`src/rtl/riscv_ctrl_pkg.sv`:
```
// Shared control definitions for the multi-cycle RV32I sequencer:
// state enum, opcode constants, mux/ALU encodings and opcode helpers.
package riscv_ctrl_pkg;

  typedef enum logic [3:0] {
    S_RESET, S_FETCH, S_DECODE, S_MEMADR, S_MEMREAD, S_MEMWB, S_MEMWRITE,
    S_EXECR, S_EXECI, S_LUI, S_ALUWB, S_BRANCH, S_JAL, S_JALR, S_LINK, S_ERROR
  } state_t;

  localparam logic [6:0] OP_LOAD   = 7'b0000011;
  localparam logic [6:0] OP_STORE  = 7'b0100011;
  localparam logic [6:0] OP_RTYPE  = 7'b0110011;
  localparam logic [6:0] OP_ITYPE  = 7'b0010011;
  localparam logic [6:0] OP_BRANCH = 7'b1100011;
  localparam logic [6:0] OP_JAL    = 7'b1101111;
  localparam logic [6:0] OP_JALR   = 7'b1100111;
  localparam logic [6:0] OP_LUI    = 7'b0110111;
  localparam logic [6:0] OP_AUIPC  = 7'b0010111;

  localparam logic [2:0] F3_BEQ  = 3'b000;
  localparam logic [2:0] F3_BNE  = 3'b001;
  localparam logic [2:0] F3_BLT  = 3'b100;
  localparam logic [2:0] F3_BGE  = 3'b101;
  localparam logic [2:0] F3_BLTU = 3'b110;
  localparam logic [2:0] F3_BGEU = 3'b111;

  localparam logic [1:0] RES_ALUOUT    = 2'b00;
  localparam logic [1:0] RES_DATA      = 2'b01;
  localparam logic [1:0] RES_ALURESULT = 2'b10;

  localparam logic [1:0] SRCA_PC    = 2'b00;
  localparam logic [1:0] SRCA_OLDPC = 2'b01;
  localparam logic [1:0] SRCA_A     = 2'b10;
  localparam logic [1:0] SRCA_ZERO  = 2'b11;

  localparam logic [1:0] SRCB_WDATA = 2'b00;
  localparam logic [1:0] SRCB_IMM   = 2'b01;
  localparam logic [1:0] SRCB_FOUR  = 2'b10;

  localparam logic [1:0] ALUOP_ADD   = 2'b00;
  localparam logic [1:0] ALUOP_SUB   = 2'b01;
  localparam logic [1:0] ALUOP_FUNCT = 2'b10;

  localparam logic [2:0] IMM_I = 3'b000;
  localparam logic [2:0] IMM_S = 3'b001;
  localparam logic [2:0] IMM_B = 3'b010;
  localparam logic [2:0] IMM_J = 3'b011;
  localparam logic [2:0] IMM_U = 3'b100;

  // True for every opcode the sequencer knows how to execute.
  function automatic logic is_known_op(input logic [6:0] op);
    case (op)
      OP_LOAD, OP_STORE, OP_RTYPE, OP_ITYPE, OP_BRANCH,
      OP_JAL, OP_JALR, OP_LUI, OP_AUIPC: return 1'b1;
      default:                           return 1'b0;
    endcase
  endfunction

  // Immediate format implied by the opcode; unknown opcodes fall back to I.
  function automatic logic [2:0] imm_src_of(input logic [6:0] op);
    case (op)
      OP_STORE:          return IMM_S;
      OP_BRANCH:         return IMM_B;
      OP_JAL:            return IMM_J;
      OP_LUI, OP_AUIPC:  return IMM_U;
      default:           return IMM_I;
    endcase
  endfunction

endpackage

```
`src/rtl/main_fsm_if.sv`:
```
// Control bundle between the main sequencer (master) and the datapath (slave).
// The illegal flag exists only when MAIN_FSM_ILLEGAL_TRAP_EN is defined.
interface main_fsm_if;
  logic [6:0] op;
  logic [2:0] funct3;
  logic       zero;
  logic       lt;
  logic       ltu;
  logic       mem_ready;
  logic       PCWrite;
  logic       IRWrite;
  logic       MemWrite;
  logic       RegWrite;
  logic       AdrSrc;
  logic [1:0] ResultSrc;
  logic [1:0] ALUSrcA;
  logic [1:0] ALUSrcB;
  logic [1:0] ALUOp;
  logic [2:0] ImmSrc;
  logic       instr_done;
`ifdef MAIN_FSM_ILLEGAL_TRAP_EN
  logic       illegal;
`endif

  modport master (
    input  op, funct3, zero, lt, ltu, mem_ready,
    output PCWrite, IRWrite, MemWrite, RegWrite, AdrSrc, ResultSrc,
           ALUSrcA, ALUSrcB, ALUOp, ImmSrc, instr_done
`ifdef MAIN_FSM_ILLEGAL_TRAP_EN
    , output illegal
`endif
  );

  modport slave (
    output op, funct3, zero, lt, ltu, mem_ready,
    input  PCWrite, IRWrite, MemWrite, RegWrite, AdrSrc, ResultSrc,
           ALUSrcA, ALUSrcB, ALUOp, ImmSrc, instr_done
`ifdef MAIN_FSM_ILLEGAL_TRAP_EN
    , input illegal
`endif
  );

endinterface

```
`src/rtl/branch_cond.sv`:
```
// Branch outcome: maps funct3 and the rs1-rs2 ALU flags to "taken".
module branch_cond
  import riscv_ctrl_pkg::*;
(
  input  logic [2:0] funct3_i,
  input  logic       zero_i,
  input  logic       lt_i,
  input  logic       ltu_i,
  output logic       taken_o
);

  // Select the flag (or its inverse) that decides this branch flavour.
  always_comb begin
    taken_o = 1'b0;
    case (funct3_i)
      F3_BEQ:  taken_o = zero_i;
      F3_BNE:  taken_o = !zero_i;
      F3_BLT:  taken_o = lt_i;
      F3_BGE:  taken_o = !lt_i;
      F3_BLTU: taken_o = ltu_i;
      F3_BGEU: taken_o = !ltu_i;
      default: taken_o = 1'b0;
    endcase
  end

endmodule

```
`src/rtl/main_fsm.sv`:
```
// Multi-cycle RV32I control sequencer (Moore FSM with mem_ready stalls).
// Optional feature macro: MAIN_FSM_ILLEGAL_TRAP_EN -- unknown opcodes trap
// into S_ERROR (with the illegal flag) instead of retiring as a 2-cycle NOP.
module main_fsm
  import riscv_ctrl_pkg::*;
#(
  parameter int unsigned RESET_STALL = 1
) (
  input  logic       clk,
  input  logic       reset,
  main_fsm_if.master bus
);

  localparam logic [3:0] STALL_LAST = 4'(RESET_STALL - 1);

`ifdef MAIN_FSM_ILLEGAL_TRAP_EN
  localparam state_t BAD_OP_NEXT = S_ERROR;
  localparam state_t ERROR_NEXT  = S_ERROR;
`else
  localparam state_t BAD_OP_NEXT = S_FETCH;
  localparam state_t ERROR_NEXT  = S_FETCH;
`endif

  state_t     state_q, state_d;
  logic [3:0] stall_cnt_q, stall_cnt_d;

  logic       taken;
  logic       pc_update, branch, ir_write, mem_write, reg_write, adr_src, instr_done;
  logic [1:0] result_src, alu_src_a, alu_src_b, alu_op;
  logic [2:0] imm_src;

  branch_cond u_branch_cond (
    .funct3_i (bus.funct3),
    .zero_i   (bus.zero),
    .lt_i     (bus.lt),
    .ltu_i    (bus.ltu),
    .taken_o  (taken)
  );

  // State register and post-reset idle counter; reset pulls back to S_RESET at once.
  always_ff @(posedge clk or negedge reset) begin
    if (!reset) begin
      state_q     <= S_RESET;
      stall_cnt_q <= '0;
    end else begin
      state_q     <= state_d;
      stall_cnt_q <= stall_cnt_d;
    end
  end

  // Next-state logic: walk fetch/decode/execute/memory/write-back, holding on mem_ready.
  always_comb begin
    state_d     = state_q;
    stall_cnt_d = stall_cnt_q;
    case (state_q)
      S_RESET: begin
        if (stall_cnt_q == STALL_LAST) begin
          state_d     = S_FETCH;
          stall_cnt_d = '0;
        end else begin
          stall_cnt_d = stall_cnt_q + 4'd1;
        end
      end
      S_FETCH:    if (bus.mem_ready) state_d = S_DECODE;
      S_DECODE: begin
        case (bus.op)
          OP_LOAD, OP_STORE: state_d = S_MEMADR;
          OP_RTYPE:          state_d = S_EXECR;
          OP_ITYPE:          state_d = S_EXECI;
          OP_BRANCH:         state_d = S_BRANCH;
          OP_JAL:            state_d = S_JAL;
          OP_JALR:           state_d = S_JALR;
          OP_LUI:            state_d = S_LUI;
          OP_AUIPC:          state_d = S_ALUWB;
          default:           state_d = BAD_OP_NEXT;
        endcase
      end
      S_MEMADR:   state_d = bus.op[5] ? S_MEMWRITE : S_MEMREAD;
      S_MEMREAD:  if (bus.mem_ready) state_d = S_MEMWB;
      S_MEMWRITE: if (bus.mem_ready) state_d = S_FETCH;
      S_EXECR, S_EXECI, S_LUI:              state_d = S_ALUWB;
      S_JAL, S_JALR:                        state_d = S_LINK;
      S_MEMWB, S_ALUWB, S_BRANCH, S_LINK:   state_d = S_FETCH;
      S_ERROR:    state_d = ERROR_NEXT;
      default:    state_d = S_RESET;
    endcase
  end

  // Output decode: strobes and mux selects per state, everything else held at 0.
  always_comb begin
    pc_update  = 1'b0;
    branch     = 1'b0;
    ir_write   = 1'b0;
    mem_write  = 1'b0;
    reg_write  = 1'b0;
    adr_src    = 1'b0;
    instr_done = 1'b0;
    result_src = RES_ALUOUT;
    alu_src_a  = SRCA_PC;
    alu_src_b  = SRCB_WDATA;
    alu_op     = ALUOP_ADD;
    case (state_q)
      S_FETCH: begin
        alu_src_b  = SRCB_FOUR;
        result_src = RES_ALURESULT;
        ir_write   = bus.mem_ready;
        pc_update  = bus.mem_ready;
      end
      S_DECODE: begin
        alu_src_a  = SRCA_OLDPC;
        alu_src_b  = SRCB_IMM;
`ifdef MAIN_FSM_ILLEGAL_TRAP_EN
        instr_done = 1'b0;
`else
        instr_done = !is_known_op(bus.op);
`endif
      end
      S_MEMADR: begin
        alu_src_a = SRCA_A;
        alu_src_b = SRCB_IMM;
      end
      S_MEMREAD: adr_src = 1'b1;
      S_MEMWB: begin
        result_src = RES_DATA;
        reg_write  = 1'b1;
        instr_done = 1'b1;
      end
      S_MEMWRITE: begin
        adr_src    = 1'b1;
        mem_write  = 1'b1;
        instr_done = bus.mem_ready;
      end
      S_EXECR: begin
        alu_src_a = SRCA_A;
        alu_op    = ALUOP_FUNCT;
      end
      S_EXECI: begin
        alu_src_a = SRCA_A;
        alu_src_b = SRCB_IMM;
        alu_op    = ALUOP_FUNCT;
      end
      S_LUI: begin
        alu_src_a = SRCA_ZERO;
        alu_src_b = SRCB_IMM;
      end
      S_ALUWB: begin
        reg_write  = 1'b1;
        instr_done = 1'b1;
      end
      S_BRANCH: begin
        alu_src_a  = SRCA_A;
        alu_op     = ALUOP_SUB;
        branch     = 1'b1;
        instr_done = 1'b1;
      end
      S_JAL: pc_update = 1'b1;
      S_JALR: begin
        alu_src_a  = SRCA_A;
        alu_src_b  = SRCB_IMM;
        result_src = RES_ALURESULT;
        pc_update  = 1'b1;
      end
      S_LINK: begin
        alu_src_a  = SRCA_OLDPC;
        alu_src_b  = SRCB_FOUR;
        result_src = RES_ALURESULT;
        reg_write  = 1'b1;
        instr_done = 1'b1;
      end
      default: ;
    endcase
  end

  // Immediate format follows the opcode except while idle in reset or trapped.
  assign imm_src = (state_q == S_RESET || state_q == S_ERROR) ? IMM_I : imm_src_of(bus.op);

  assign bus.PCWrite    = pc_update | (branch & taken);
  assign bus.IRWrite    = ir_write;
  assign bus.MemWrite   = mem_write;
  assign bus.RegWrite   = reg_write;
  assign bus.AdrSrc     = adr_src;
  assign bus.ResultSrc  = result_src;
  assign bus.ALUSrcA    = alu_src_a;
  assign bus.ALUSrcB    = alu_src_b;
  assign bus.ALUOp      = alu_op;
  assign bus.ImmSrc     = imm_src;
  assign bus.instr_done = instr_done;
`ifdef MAIN_FSM_ILLEGAL_TRAP_EN
  assign bus.illegal    = (state_q == S_ERROR);
`endif

endmodule

```
`src/flat_wrapper.sv`:
```
// flat-port wrapper written by rule: the top's interface ports become plain ports
module main_fsm_flat import riscv_ctrl_pkg::*;
#(
  parameter int unsigned RESET_STALL = 1
)
  (clk, reset, bus_op, bus_funct3, bus_zero, bus_lt, bus_ltu, bus_mem_ready, bus_PCWrite, bus_IRWrite, bus_MemWrite, bus_RegWrite, bus_AdrSrc, bus_ResultSrc, bus_ALUSrcA, bus_ALUSrcB, bus_ALUOp, bus_ImmSrc, bus_instr_done);
  main_fsm_if bus_i ();
  input  logic clk;
  input  logic reset;
  input wire logic [$bits(bus_i.op)-1:0] bus_op;
  input wire logic [$bits(bus_i.funct3)-1:0] bus_funct3;
  input wire logic [$bits(bus_i.zero)-1:0] bus_zero;
  input wire logic [$bits(bus_i.lt)-1:0] bus_lt;
  input wire logic [$bits(bus_i.ltu)-1:0] bus_ltu;
  input wire logic [$bits(bus_i.mem_ready)-1:0] bus_mem_ready;
  output wire logic [$bits(bus_i.PCWrite)-1:0] bus_PCWrite;
  output wire logic [$bits(bus_i.IRWrite)-1:0] bus_IRWrite;
  output wire logic [$bits(bus_i.MemWrite)-1:0] bus_MemWrite;
  output wire logic [$bits(bus_i.RegWrite)-1:0] bus_RegWrite;
  output wire logic [$bits(bus_i.AdrSrc)-1:0] bus_AdrSrc;
  output wire logic [$bits(bus_i.ResultSrc)-1:0] bus_ResultSrc;
  output wire logic [$bits(bus_i.ALUSrcA)-1:0] bus_ALUSrcA;
  output wire logic [$bits(bus_i.ALUSrcB)-1:0] bus_ALUSrcB;
  output wire logic [$bits(bus_i.ALUOp)-1:0] bus_ALUOp;
  output wire logic [$bits(bus_i.ImmSrc)-1:0] bus_ImmSrc;
  output wire logic [$bits(bus_i.instr_done)-1:0] bus_instr_done;
  assign bus_i.op = bus_op;
  assign bus_i.funct3 = bus_funct3;
  assign bus_i.zero = bus_zero;
  assign bus_i.lt = bus_lt;
  assign bus_i.ltu = bus_ltu;
  assign bus_i.mem_ready = bus_mem_ready;
  assign bus_PCWrite = bus_i.PCWrite;
  assign bus_IRWrite = bus_i.IRWrite;
  assign bus_MemWrite = bus_i.MemWrite;
  assign bus_RegWrite = bus_i.RegWrite;
  assign bus_AdrSrc = bus_i.AdrSrc;
  assign bus_ResultSrc = bus_i.ResultSrc;
  assign bus_ALUSrcA = bus_i.ALUSrcA;
  assign bus_ALUSrcB = bus_i.ALUSrcB;
  assign bus_ALUOp = bus_i.ALUOp;
  assign bus_ImmSrc = bus_i.ImmSrc;
  assign bus_instr_done = bus_i.instr_done;
  main_fsm #(.RESET_STALL(RESET_STALL)) u_core (.clk(clk), .reset(reset), .bus(bus_i));
endmodule
```
`config.mk`:
```
export PLATFORM = sky130hd
export DESIGN_NAME = main_fsm_flat
export DESIGN_NICKNAME = d
export VERILOG_FILES = /design/src/rtl/riscv_ctrl_pkg.sv /design/src/rtl/main_fsm_if.sv /design/src/rtl/branch_cond.sv /design/src/rtl/main_fsm.sv /design/src/flat_wrapper.sv
export SDC_FILE = /design/constraint.sdc
export NUM_CORES = 1
export LEC_CHECK = 0
export BUFFER_PORTS_ARGS = -buffer_cell sky130_fd_sc_hd__buf_4
export CAP_MARGIN = 20
export CORE_AREA = 2 2 51 53
export CTS_CLUSTER_DIAMETER = 200
export DETAILED_ROUTE_END_ITERATION = 16
export DIE_AREA = 0 0 53 55
export PLACE_DENSITY = 0.72
export SYNTH_ARGS = -nofsm -noshare
export SYNTH_HDL_FRONTEND = slang
export SYNTH_SLANG_ARGS = --single-unit
```
`constraint.sdc`:
```
create_clock -name clk -period 1.3 [get_ports clk]
set_input_delay 0.13 -clock clk [delete_from_list [all_inputs] [get_ports clk]]
set_output_delay 0.13 -clock clk [all_outputs]
set_load 0.005 [all_outputs]
```
==> impl_metrics.env, run 1 <==
export IMPL_drv_cap=0
export IMPL_endpoint_kind="output port"
export IMPL_pre_cts_ws_ns=-0.2567
export IMPL_syn_inst=136
export IMPL_firstDrtPassIters=4
export IMPL_critPathKind="reg2out"
export IMPL_worst_clock_skew_ns=0.009938
export IMPL_required_ns=1.17
export IMPL_synth_xor_xnor_area_share=0.02605
export IMPL_synth_area_per_cell_um2=7.415
export IMPL_power_frac_comb=0.810
export IMPL_final_cell_mix="buf_4, buf_6, nor2_1"
export IMPL_synth_compound_area_frac=0.2792
export IMPL_antennaDiodeCount=0
export IMPL_drt_drc_violations_left=0
export IMPL_synth_adder_area_share=0.02481
export IMPL_gp_congestion=0.8648
export IMPL_wire_per_inst_um=15.68
export IMPL_synthTopCellsByArea="dfrtp_1, o21ai_0, nand2_1, a21oi_1, nor2_1"
export IMPL_report_power_total_mw=3.466
export IMPL_routed_wl_um=3731
export IMPL_slew_viol_final=0
export IMPL_die_w_um=53
export IMPL_initial_utilization=0.4265
export IMPL_cp_arrival_ns=1.56
export IMPL_setup_viol=25
export IMPL_cts_root_buf="clkbuf_4"
export IMPL_yosys_area_share_simple=0.3573
export IMPL_antenna_found_initial=0
export IMPL_yosysTopAreaCellShare=0.1985
export IMPL_synth_top_family_by_area="simple AND/OR/NAND/NOR gates"
export IMPL_cts_htree_levels=1
export IMPL_finalNetCount=228
export IMPL_vias=1320
export IMPL_max_slew_margin=0.7692
export IMPL_tightest_slew_ns=0.3430
export IMPL_pin_count=33
export IMPL_core_mm2=0.002365
export IMPL_yosys_warnings=0
export IMPL_fin_ws_ns=-0.3867
export IMPL_status="finished, violations left"
export IMPL_drt_initial_drc_count=42
export IMPL_synthMuxAreaShare=0.009926
export IMPL_vdd_ir_drop_max_uv=1344
export IMPL_clock_sinks=8
export IMPL_fmax_mhz=592.9
export IMPL_layout_commonest_cell="buf_4"
export IMPL_start_kind="flop"
export IMPL_synthToLayoutAreaGrowth_pct=85.24
export IMPL_dieArea_mm2=0.002915
export IMPL_die_h_um=55
export IMPL_hpwlAfterDp_um=2268
export IMPL_violations="negative setup slack"
export IMPL_syn_num_nets=154
export IMPL_swShare=0.4267
export IMPL_clock_latency_ns=0.27
export IMPL_ys_seq_elements=8
export IMPL_track_usage=0.2547
export IMPL_drtAntennaViolNets=0
export IMPL_cts_tree="yes"
export IMPL_final_period_utilization=1.297
export IMPL_pwr_share_seq=0.131
export IMPL_yosysSeqAreaShare=0.1985
export IMPL_syn_area_mm2=0.001008
export IMPL_rows=18
export IMPL_yosys_area_top_type="dfrtp_1"
export IMPL_layout_min_cycle_time_ns=1.687
export IMPL_fill_cells=138
export IMPL_clkPwrFrac=0.060
export IMPL_numCtsBuffers=3
export IMPL_portBuffers=32
export IMPL_hold_viol=0
export IMPL_p_leak_nw=0.8391
export IMPL_rsz0062_at_grt="yes"
export IMPL_clk_pin_slew_ns=0.06
export IMPL_grt_max_degree=12
export IMPL_vias_per_cell=5.546
export IMPL_cp_max_fo=10
export IMPL_synthDistinctLibCells=46
export IMPL_p_int_mw=1.987
export IMPL_power_switching_mw=1.479
export IMPL_grt_pass1_vias=1233
export IMPL_cellPowerDensity_mw_per_mm2=1855
export IMPL_holdCritPathClass="in2async"
export IMPL_grt_pass1_wl_um=5520
export IMPL_drive_above_1_share=0.5913
export IMPL_overflow=0
export IMPL_cts_buffer_depth=2
[power by group through the flow]
stage / Combinational, mW / Clock [mW] / Sequential [mW]
global placement: 1.89 / 0 / 0.428
detailed placement: 1.92 / 0 / 0.431
CTS: 2.53 / 0.200 / 0.434
global route: 2.97 / 0.222 / 0.456
floorplan: 1.06 / 0 / 0.350
finish: 2.81 / 0.207 / 0.453
[Yosys cell counts (all sizes together)]
| cell | number |
|---|---|
| inv | 9 |
| o21a | 1 |
| o211ai | 2 |
| nor2b | 3 |
| xor2 | 2 |
| nor3 | 5 |
| or4 | 1 |
| nor4 | 3 |
| ha | 2 |
| buf | 8 |
| nor2 | 14 |
| o22ai | 4 |
| nand4 | 2 |
| mux2i | 1 |
| nand2b | 5 |
| a2111oi | 1 |
| clkinv | 1 |
| a21oi | 10 |
| and2 | 3 |
| a211oi | 1 |
| o21ai | 12 |
| and3b | 1 |
| dfrtp | 8 |
| xnor2 | 1 |
| o32ai | 2 |
| and3 | 1 |
| or3 | 1 |
| nand3 | 4 |
| nand2 | 14 |
| and4 | 1 |
| a31o | 2 |
| a22oi | 1 |
| o221a | 2 |
| a31oi | 3 |
| a21bo | 1 |
| clkbuf | 1 |
| nor3b | 2 |
| a21o | 1 |
[per-layer routing]
metal / routed length, um / GRT usage
met2: 1986 / 0.4750
met4: 57 / 0.06410
met3: 160 / 0.01882
met1: 1526 / 0.3186
met5: 0 / 0
[cell families (layout without fill, tap and decap cells)]
kind of cell	after synthesis	after routing
adders and majority gates	2	2
DFF	8	8
muxes	1	1
AOI/OAI and AO/OA	43	43
and+or+nand+nor	60	60
buffers and inverters	19	91
xor gates and xnor gates	3	3
[area by class of cell]
cell class | count | area, um^2 | area share
repair buffers | 78 | 681.9 | 0.3650
flip-flops and latches | 8 | 205.2 | 0.1098
multi-input cells | 109 | 880.8 | 0.4715
clock buffers | 3 | 22.52 | 0.01206
well taps | 30 | 37.54 | 0.02009
inverters | 10 | 40.04 | 0.02143
[metrics by stage]
stage | util | cell area [um^2] | hold WS (ns) | std cells | setup TNS (ns)
floorplan | - | 1021 | -0.1656 | 136 | 0
global placement | 0.6243 | 1476 | -0.04642 | 220 | -2.447
finish | 0.7899 | 1868 | 0.2129 | 238 | -5.773
CTS | 0.7444 | 1760 | 0.2281 | 234 | -4.780
detailed placement | 0.6243 | 1476 | -0.04304 | 220 | -2.797
global route | 0.7899 | 1868 | 0.2263 | 238 | -6.898
[worst paths after layout]
| check | from | end | slack [ns] | depth (start not counted) |
|---|---|---|---|---|
| setup / recovery | u_core.state_q[1] | bus_PCWrite | -0.39 | 5 |
| hold / removal | reset | u_core.stall_cnt_q[2] | 0.21 | 2 |
| setup reg to reg | u_core.state_q[1] | u_core.state_q[3] | -0.29 | 6 |
| hold reg to reg | u_core.stall_cnt_q[3] | u_core.stall_cnt_q[3] | 0.51 | 1 |
| max in group asynchronous | reset | u_core.state_q[2] | 0.93 | 2 |
| min in group clk | bus_op[4] | u_core.state_q[2] | 0.32 | 4 |
[flip-flops by register name (all words and copies together) (netlist names)]
| signal | count |
|---|---|
| u_core.stall_cnt_q | 4 |
| u_core.state_q | 4 |
[repair_timing]
| action | in CTS | in global routing |
|---|---|---|
| cloned | 1 | 0 |
| endpoints found under the setup margin | 23 | 25 |
| pin swaps | 14 | 4 |
| hold buffers | 1 | 0 |
| gates resized for setup | 45 | 22 |
| setup buffers | 10 | 4 |
| hold endpoints to repair | 8 | 0 |
[critical path, cell delays in order, from the launching register on]
cell and delay (ns):
dfrtp_2 0.46, buf_4 0.23, inv_1 0.11, a31oi_1 0.13
a21bo_2 0.23, buf_4 0.13
Note: power is estimated with default switching activity, not from simulation.
==> run 2: changes to the inputs <==
MAX_ROUTING_LAYER = met4   (was unset)
==> run 2 against run 1 <==
  * The run still ends with negative setup slack left
  * Flip-flop and latch count is the same
  * Clock-buffer cell count is the same
  * Non-clock buffer count stayed put
  * First-iteration DRC count is 17% lower
  * Core utilization unchanged
  * Cell count unchanged
  * Clock power hardly changed
  * Critical path depth unchanged
  * Total power shrank 0.23%
  * Combinational power barely moved
  * Fmax grew 0.75%
  * Critical path type unchanged
  * Critical endpoint unchanged
==> impl_metrics.env, run 2 (synthesized netlist as in run 1, its figures left out) <==
export IMPL_cp_arrival_ns=1.54
export IMPL_pin_count=33
export IMPL_vdd_ir_drop_max_uv=1349
export IMPL_clk_pin_slew_ns=0.06
export IMPL_rows=18
export IMPL_start_kind="flop"
export IMPL_endpoint_kind="output port"
export IMPL_final_cell_mix="buf_4, buf_6, nor2_1"
export IMPL_overflow=0
export IMPL_drive_above_1_share=0.5913
export IMPL_grt_pass1_wl_um=5533
export IMPL_cp_max_fo=10
export IMPL_setup_viol=25
export IMPL_placed_cell_area_mm2=0.001476
export IMPL_firstDrtPassIters=4
export IMPL_numCtsBuffers=3
export IMPL_portBuffers=32
export IMPL_synthToLayoutAreaGrowth_pct=85.24
export IMPL_die_w_um=53
export IMPL_die_h_um=55
export IMPL_swShare=0.4254
export IMPL_grt_pass1_vias=1224
export IMPL_cts_buffer_depth=2
export IMPL_clkPwrFrac=0.059
export IMPL_fill_cells=138
export IMPL_p_int_mw=1.987
export IMPL_initial_utilization=0.4265
export IMPL_vias=1317
export IMPL_final_cell_area_mm2=0.001868
export IMPL_fin_ws_ns=-0.3742
export IMPL_path_delay_family="flip-flops"
export IMPL_required_ns=1.17
export IMPL_tightest_slew_ns=0.3400
export IMPL_cp_slowest_cell="dfrtp_2"
export IMPL_slew_viol_final=0
export IMPL_hpwlAfterDp_um=2268
export IMPL_clock_sinks=8
export IMPL_p_leak_nw=0.8391
export IMPL_core_mm2=0.002365
export IMPL_holdCritPathClass="in2async"
export IMPL_drtAntennaViolNets=0
export IMPL_layout_commonest_cell="buf_4"
export IMPL_track_usage=0.2637
export IMPL_antenna_found_initial=0
export IMPL_power_frac_comb=0.810
export IMPL_max_slew_margin=0.7713
export IMPL_drt_initial_drc_count=35
export IMPL_routed_wl_um=3731
export IMPL_final_period_utilization=1.288
export IMPL_drv_cap=0
export IMPL_grt_max_degree=12
export IMPL_largest_registers="u_core.stall_cnt_q (4), u_core.state_q (4)"
export IMPL_cts_root_buf="clkbuf_4"
export IMPL_worst_clock_skew_ns=0.008253
export IMPL_violations="negative setup slack"
export IMPL_dieArea_mm2=0.002915
export IMPL_critPathKind="reg2out"
export IMPL_cts_tree="yes"
export IMPL_finalNetCount=228
export IMPL_cpPeakStageDelay_ns=0.46
export IMPL_fmax_mhz=597.3
export IMPL_whs_ns=0.2134
export IMPL_wire_per_inst_um=15.68
export IMPL_utilization=0.7899
export IMPL_gp_congestion=0.8788
export IMPL_status="finished, violations left"
export IMPL_pwr_share_seq=0.131
export IMPL_path_cells="buf_4, inv_1, a31oi_1, a21bo_2, buf_4"
export IMPL_hold_viol=0
export IMPL_crit_top_cell="buf_4"
export IMPL_cts_htree_levels=1
export IMPL_cellPowerDensity_mw_per_mm2=1851
export IMPL_layout_min_cycle_time_ns=1.674
export IMPL_rsz0062_at_grt="yes"
export IMPL_clock_latency_ns=0.27
export IMPL_critPathBufInv=3
export IMPL_power_switching_mw=1.471
export IMPL_antennaDiodeCount=0
export IMPL_drt_drc_violations_left=0
export IMPL_vias_per_cell=5.534
run 2: cell counts in the layout (fill, tap and decap cells not counted):
Identical to the previous run, type by type.
run 2: power groups by stage:
stage	Sequential (mW)	Combinational, mW	Clock [mW]
CTS	0.434	2.53	0.200
global placement	0.428	1.89	0
floorplan	0.350	1.06	0
global route	0.456	2.97	0.226
finish	0.452	2.80	0.204
detailed placement	0.431	1.92	0
run 2: worst paths after layout:
kind                                  startpoint               endpoint  slack, ns  depth (start not counted)
max                            u_core.state_q[1]            bus_PCWrite      -0.37                          5
min                                        reset  u_core.stall_cnt_q[2]       0.21                          2
max reg2reg                    u_core.state_q[1]      u_core.state_q[3]      -0.28                          6
min reg2reg                u_core.stall_cnt_q[3]  u_core.stall_cnt_q[3]       0.51                          1
max in group asynchronous                  reset      u_core.state_q[2]       0.93                          2
min in group clk                       bus_op[4]      u_core.state_q[2]       0.32                          4
run 2: repair_timing:
| action | 4_1_cts | 5_1_grt |
|---|---|---|
| pin swaps | 14 | 4 |
| hold buffers | 1 | 0 |
| gates cloned | 1 | 0 |
| setup buffers | 10 | 4 |
| setup endpoints to repair | 23 | 25 |
| endpoints found under the hold margin | 8 | 0 |
| gates resized for setup | 45 | 22 |
run 2: cell type report:
| class | instances | area (um^2) | area share |
|---|---|---|---|
| multi-input cells | 109 | 880.8 | 0.4715 |
| repair buffers | 78 | 681.9 | 0.3650 |
| flip-flops and latches | 8 | 205.2 | 0.1098 |
| inverters | 10 | 40.04 | 0.02143 |
| well taps | 30 | 37.54 | 0.02009 |
| clock buffers | 3 | 22.52 | 0.01206 |
run 2: metrics by stage:
step | power, mW | setup TNS, ns | instances | setup WS [ns]
3_3_place_gp | 2.316 | -2.447 | 220 | -0.2186
5_1_grt | 3.648 | -6.988 | 238 | -0.4368
6_report | 3.458 | -5.664 | 238 | -0.3742
2_1_floorplan | 1.410 | 0 | 136 | 0.007361
3_5_place_dp | 2.351 | -2.797 | 220 | -0.2567
4_1_cts | 3.165 | -4.780 | 234 | -0.3425
run 2: layer usage:
layer | part of all wire | up-vias | wire, um | GRT usage
li1 | - | 643 | - | -
met3 | 0.040 | 8 | 148 | 0.02688
met5 | 0 | - | 0 | -
met4 | 0.016 | 0 | 59 | 0.06410
met2 | 0.53 | 48 | 1988 | 0.4771
met1 | 0.41 | 618 | 1534 | 0.3169
